`src/rtl/mem_access_ctrl.sv`:
```
// -----------------------------------------------------------------------------
// mem_access_ctrl
//
// Single-outstanding request/response bridge between a requester and a word
// memory with a registered (one-cycle) read port. A request is accepted in
// IDLE, checked against MEM_DEPTH, and then turned into one write cycle, a
// read plus a read-wait cycle, or an immediate error response. The response
// is held in RESP until the requester takes it.
//
// Parameters
//   MEM_DEPTH   number of valid memory words; addresses >= MEM_DEPTH are
//               rejected with rsp_err
//
// Ports
//   clk         clock, all state updates on the rising edge
//   reset       asynchronous, active-high reset
//   req_valid   requester has a transaction
//   req_write   1 = write, 0 = read (sampled with req_valid)
//   req_addr    word address
//   req_wdata   write data
//   req_ready   controller can accept a request (IDLE only)
//   rsp_valid   response available (RESP only)
//   rsp_ready   requester accepts the response
//   rsp_rdata   read data; 0 for writes and errors
//   rsp_err     request rejected, address out of range
//   mem_addr    address to memory (last accepted address)
//   mem_wdata   write data to memory (last accepted data)
//   mem_we      memory write enable, high only in WRITE
//   mem_rdata   registered memory read data, valid the cycle after a read
//               address is presented
// -----------------------------------------------------------------------------
module mem_access_ctrl #(
    parameter int unsigned MEM_DEPTH = 16384
) (
    input  logic        clk,
    input  logic        reset,
    input  logic        req_valid,
    input  logic        req_write,
    input  logic [15:0] req_addr,
    input  logic [15:0] req_wdata,
    output logic        req_ready,
    output logic        rsp_valid,
    input  logic        rsp_ready,
    output logic [15:0] rsp_rdata,
    output logic        rsp_err,
    output logic [15:0] mem_addr,
    output logic [15:0] mem_wdata,
    output logic        mem_we,
    input  logic [15:0] mem_rdata
);

    typedef enum logic [2:0] {
        IDLE      = 3'd0,
        WRITE     = 3'd1,
        READ      = 3'd2,
        READ_WAIT = 3'd3,
        RESP      = 3'd4
    } state_t;

    state_t state;
    state_t state_next;

    logic accept;
    logic addr_oor;

    assign accept = req_valid && req_ready;

    // Compare in 32 bits so that MEM_DEPTH = 65536 is representable and
    // 0xFFFF never wraps back into range.
    assign addr_oor = ({16'h0000, req_addr} >= MEM_DEPTH);

    // State register. mem_we is decoded from the state, so an asynchronous
    // reset during WRITE drops the write strobe immediately.
    always_ff @(posedge clk or posedge reset) begin
        if (reset) begin
            state <= IDLE;
        end else begin
            state <= state_next;
        end
    end

    // Next-state and state-decoded outputs. The direction of an accepted
    // request is carried forward by the state itself (WRITE vs READ).
    always_comb begin
        state_next = state;
        req_ready  = 1'b0;
        rsp_valid  = 1'b0;
        mem_we     = 1'b0;
        case (state)
            IDLE: begin
                req_ready = 1'b1;
                if (req_valid) begin
                    if (addr_oor) begin
                        state_next = RESP;
                    end else if (req_write) begin
                        state_next = WRITE;
                    end else begin
                        state_next = READ;
                    end
                end
            end
            WRITE: begin
                mem_we     = 1'b1;
                state_next = RESP;
            end
            READ: begin
                state_next = READ_WAIT;
            end
            READ_WAIT: begin
                state_next = RESP;
            end
            RESP: begin
                rsp_valid = 1'b1;
                if (rsp_ready) begin
                    state_next = IDLE;
                end
            end
            default: begin
                state_next = IDLE;
            end
        endcase
    end

    // Request latch and response registers.
    // mem_addr/mem_wdata are the latched request itself, so they hold their
    // value in every state until the next accept. The response fields are
    // cleared on accept (writes and errors return 0) and the read data is
    // captured at the end of READ_WAIT, when mem_rdata reflects the address
    // presented during READ.
    always_ff @(posedge clk or posedge reset) begin
        if (reset) begin
            mem_addr  <= 16'h0000;
            mem_wdata <= 16'h0000;
            rsp_rdata <= 16'h0000;
            rsp_err   <= 1'b0;
        end else begin
            if (accept) begin
                mem_addr  <= req_addr;
                mem_wdata <= req_wdata;
                rsp_rdata <= 16'h0000;
                rsp_err   <= addr_oor;
            end else if (state == READ_WAIT) begin
                rsp_rdata <= mem_rdata;
            end
        end
    end

endmodule

```
`config.mk`:
```
export PLATFORM = sky130hd
export DESIGN_NAME = mem_access_ctrl
export DESIGN_NICKNAME = d
export VERILOG_FILES = /design/src/rtl/mem_access_ctrl.sv
export SDC_FILE = /design/constraint.sdc
export NUM_CORES = 1
export LEC_CHECK = 0
export CORE_MARGIN = 2
export CORE_UTILIZATION = 43
export CTS_CLUSTER_SIZE = 25
export DETAILED_ROUTE_END_ITERATION = 12
export GPL_TIMING_DRIVEN = 0
export PLACE_DENSITY = 0.93
export SETUP_SLACK_MARGIN = 0.15
export SYNTH_ARGS = -nofsm -noshare
export SYNTH_HDL_FRONTEND = slang
export SYNTH_SLANG_ARGS = --single-unit
export TNS_END_PERCENT = 100
```
`constraint.sdc`:
```
create_clock -name clk -period 3.3 [get_ports clk]
set_clock_uncertainty 0.05 [all_clocks]
set_input_delay 0.33 -clock clk [delete_from_list [all_inputs] [get_ports clk]]
set_output_delay 0.33 -clock clk [all_outputs]
set_load 0.02 [all_outputs]
```
==> out/results.tsv <==
stage	metric	value	unit
run_status	outcome	finished, final reports clean	
worst_setup_path	register-to-register setup slack	1.51	ns
die	Core Area	4690	um2
timing	setup-violating endpoint count in the final report	0	
global_routing	total congestion overflow after global routing	0	
worst_setup_path	FF-to-FF Start	state[0]	
logic_synthesis	net count after synthesis	216	
clock_network	total setup buffers inserted after CTS	0	
die	starting density of the core	44.1	%
clock_network	maximum level of the CTS H-tree	2	
logic_synthesis	syn_area_per_cell	12.7	um2
layout	layout overhead on the synthesized area	58.9	%
place	cell area after placement	3200	um2
die	site row count	25	
clock_network	buffer type at the clock tree root	sky130_fd_sc_hd__clkbuf_8	
timing	Slew @ Worst Pin	0.513	ns
timing	fraction of the cycle the final worst path needs	62.0	%
power_and_ir_drop	Static Leakage	1.37	nW
global_routing	global-route wire length before repair	7.11	mm
timing	Slew Viols, Final	0	
die	die area	5390	um2
worst_setup_path	required time of the critical path	2.92	ns
power_and_ir_drop	ratio of total power to cell area	801	nW/um2
detailed_routing	number of antenna-violating nets in the routed design	0	
worst_setup_path	worst-case reg-to-reg path depth	4	
global_routing	number of global-route vias before repair	1637	
worst_setup_path	stage delay of the slowest cell on the critical path	0.61	ns
layout	fill cell total of the finished layout	363	
power_and_ir_drop	portion of total power attributed to the clock network	13.7	%
worst_setup_path	largest fanout on the critical path	9	
clock_network	clock tree from TritonCTS	built	
clock_network	Bufs on Longest Clock Path	2	
die	die outline width	73.4	um
layout	Antenna Cells	0	
worst_setup_path	start-to-end type of the worst setup path	register to output pin	
place	final estimated routing congestion in global placement	0.809	
place	HPWL reported at the end of detailed placement	3.47	mm
logic_synthesis	Yosys warning count	0	
layout	Post-Layout Inst Area	3290	um2
die	number of top-level design ports	105	
logic_synthesis	post-synth design cell area	2070	um2
layout	final cell count without fillers	330	
layout	combined area of the multi-input logic cells	676	um2
power_and_ir_drop	Cell Int Power	0.00175	W
worst_setup_path	Slowest-stage cell, CP	sky130_fd_sc_hd__clkdlybuf4s50_1	
worst_setup_path	series of cell instances along the critical path	buf_6 > nand2b_1 > nor2_1 > clkdlybuf4s50_1	
layout	share of final-layout standard cells stronger than drive strength 1	17.8	%
timing	clock period minus worst slack	2.04	ns
place	total instance count after detailed placement	322	
die	die extent in y	73.4	um
detailed_routing	final routed wirelength across all metal layers	4.54	mm
worst_setup_path	Crit path arrival time	1.66	ns
clock_network	number of gates resized after CTS	0	
clock_network	later-pin clock latency in the skew report	0.30	ns
power_and_ir_drop	switching power summed over all nets	0.000891	W
logic_synthesis	Seq cells post-synth	52	
detailed_routing	first-pass iteration count of the detailed router	4	
power_and_ir_drop	Flop pwr share	36.8	%
clock_network	total of hold buffers inserted after clock tree synthesis	0	
clock_network	number of buffers created by CTS	5	
detailed_routing	post-DR wirelength/cell	13.8	um
logic_synthesis	unique cell type count in the Yosys netlist	19	
timing	max-slew headroom at the worst pin	65.8	%
clock_network	clock sink count	52	
timing	maximum clock rate	489	MHz
timing	number of hold violations in the final report	0	
power_and_ir_drop	worst ir drop on vdd	0.478	mV
worst_setup_path	FF-to-FF End	mem_wdata[12]	
logic_synthesis	share of synthesized area occupied by flip-flops and latches	62.8	%
layout	FF/Latch Area	1300	um2
clock_network	register clock-pin slew on the reported worst setup and hold paths	0.09	ns
flow_run	max-capacitance violation count	0	
global_routing	GR Util All Layers	17.3	%
global_routing	maximum number of pins on one net before global-route repair	31	
timing	sum of negative setup slack	0	ns
worst_setup_path	CP endpoint kind	output pin	
detailed_routing	1st-iter DRT viols	67	
layout	Layout Nets	328	
power_and_ir_drop	switching part of the total	33.8	%
min_path	type of the worst min-delay path	primary input to async pin	
power_and_ir_drop	part of the total power dissipated in combinational logic	49.5	%
detailed_routing	Vias per Instance	4.83	
logic_synthesis	Syn Inst Count	163	
detailed_routing	total via count after detailed routing	1595	
place	number of port buffers	104	
worst_setup_path	kind of start point of the critical path	register	
detailed_routing	DRC violation count after routing	0	
timing	RSZ-0062 raised after global routing	no	
global_routing	number of antenna violations at the first check in global routing	0	
-- critical path: cells and delay by family, from the launching register on --
family                 cells  cell delay, ns
buffers and inverters      2            0.74
DFF                        1            0.38
and+or+nand+nor            2            0.25
-- power groups by stage --
stage / clock network (W) / logic [W] / registers [W]
2_1_floorplan: 0 / 0.000434 / 0.00125
3_3_place_gp: 0 / 0.00130 / 0.000969
3_5_place_dp: 0 / 0.00132 / 0.000987
4_1_cts: 0.000377 / 0.00133 / 0.000975
5_1_grt: 0.000401 / 0.00138 / 0.00100
6_report: 0.000361 / 0.00130 / 0.000971
-- placed cells by master (no fill, tap or decap), types with 4 or more instances in the layout --
| master | synthesis | routed |
|---|---|---|
| sky130_fd_sc_hd__buf_6 | 4 | 4 |
| sky130_fd_sc_hd__clkdlybuf4s50_1 | 0 | 104 |
| sky130_fd_sc_hd__nor2_1 | 4 | 4 |
| sky130_fd_sc_hd__a21oi_1 | 17 | 17 |
| sky130_fd_sc_hd__nand2_1 | 33 | 33 |
| sky130_fd_sc_hd__clkbuf_8 | 0 | 6 |
| sky130_fd_sc_hd__dfrtp_1 | 52 | 52 |
| sky130_fd_sc_hd__mux2_2 | 30 | 30 |
| sky130_fd_sc_hd__clkbuf_1 | 2 | 4 |
-- sequential cells by signal, indices dropped and copies added, names as in the netlist --
register	cells
mem_addr	16
state	3
rsp_err	1
mem_wdata	16
rsp_rdata	16
-- cells in the mapped netlist --
master | number | share of area [%]
sky130_fd_sc_hd__nand2_1 | 33 | 6.0
sky130_fd_sc_hd__nand3b_1 | 1 | 0.36
sky130_fd_sc_hd__nor3_1 | 3 | 0.72
sky130_fd_sc_hd__buf_6 | 4 | 2.2
sky130_fd_sc_hd__clkbuf_1 | 2 | 0.36
sky130_fd_sc_hd__dfrtp_1 | 52 | 63
sky130_fd_sc_hd__buf_4 | 2 | 0.72
sky130_fd_sc_hd__a31oi_1 | 2 | 0.60
sky130_fd_sc_hd__nand2b_1 | 1 | 0.30
sky130_fd_sc_hd__nor2_1 | 4 | 0.72
sky130_fd_sc_hd__a21oi_1 | 17 | 4.1
sky130_fd_sc_hd__and3b_1 | 1 | 0.42
sky130_fd_sc_hd__mux2_1 | 2 | 1.1
sky130_fd_sc_hd__inv_1 | 3 | 0.54
sky130_fd_sc_hd__buf_2 | 3 | 0.72
sky130_fd_sc_hd__o211ai_1 | 1 | 0.36
sky130_fd_sc_hd__or4b_2 | 1 | 0.48
sky130_fd_sc_hd__nor4b_4 | 1 | 1.1
sky130_fd_sc_hd__mux2_2 | 30 | 16
-- layout make-up --
cell class	instances	share of cell area [%]
tap	54	2.05
sequential	52	39.6
multi-input combinational	97	20.5
clock buffer	8	2.74
inverter	3	0.342
buffer	11	2.51
timing repair buffer	105	32.3
-- worst max path at each step --
stage               from       endpoint  slack (ns)  cells after the start
5_1_grt         state[0]      rsp_valid        1.13                      5
3_5_place_dp   req_valid  mem_wdata[12]        1.23                      4
6_report        state[2]         mem_we        1.26                      4
2_1_floorplan      reset    mem_addr[0]        1.66                      1
3_3_place_gp       reset   rsp_rdata[5]        0.72                      2
4_1_cts         state[2]         mem_we        1.23                      4
-- layer usage --
layer	up-vias	wire [um]	GRT usage, %
li1	771	-	-
met1	749	1760	18.1
met2	70	2260	30.7
met3	5	467	7.96
met4	0	55	5.45
met5	-	0	0
-- cell families after synthesis --
family	Yosys count	share of synthesized area (%)
and+or+nand+nor	45	10.2
buffers and inverters	14	4.53
muxes	32	17.4
AOI/OAI and AO/OA	20	5.08
DFF	52	62.8
-- through the flow --
step                worst slack (ns)  hold slack (ns)  power, W  utilization, %
floorplan                       1.66            0.404   0.00168               -
global placement               0.721            0.418   0.00227            67.8
detailed placement              1.23            0.428   0.00231            68.2
CTS                             1.23            0.349   0.00268            70.1
global route                    1.13            0.383   0.00278            70.1
finish                          1.26            0.343   0.00264            70.1
Note: power is estimated with default switching activity, not from simulation.
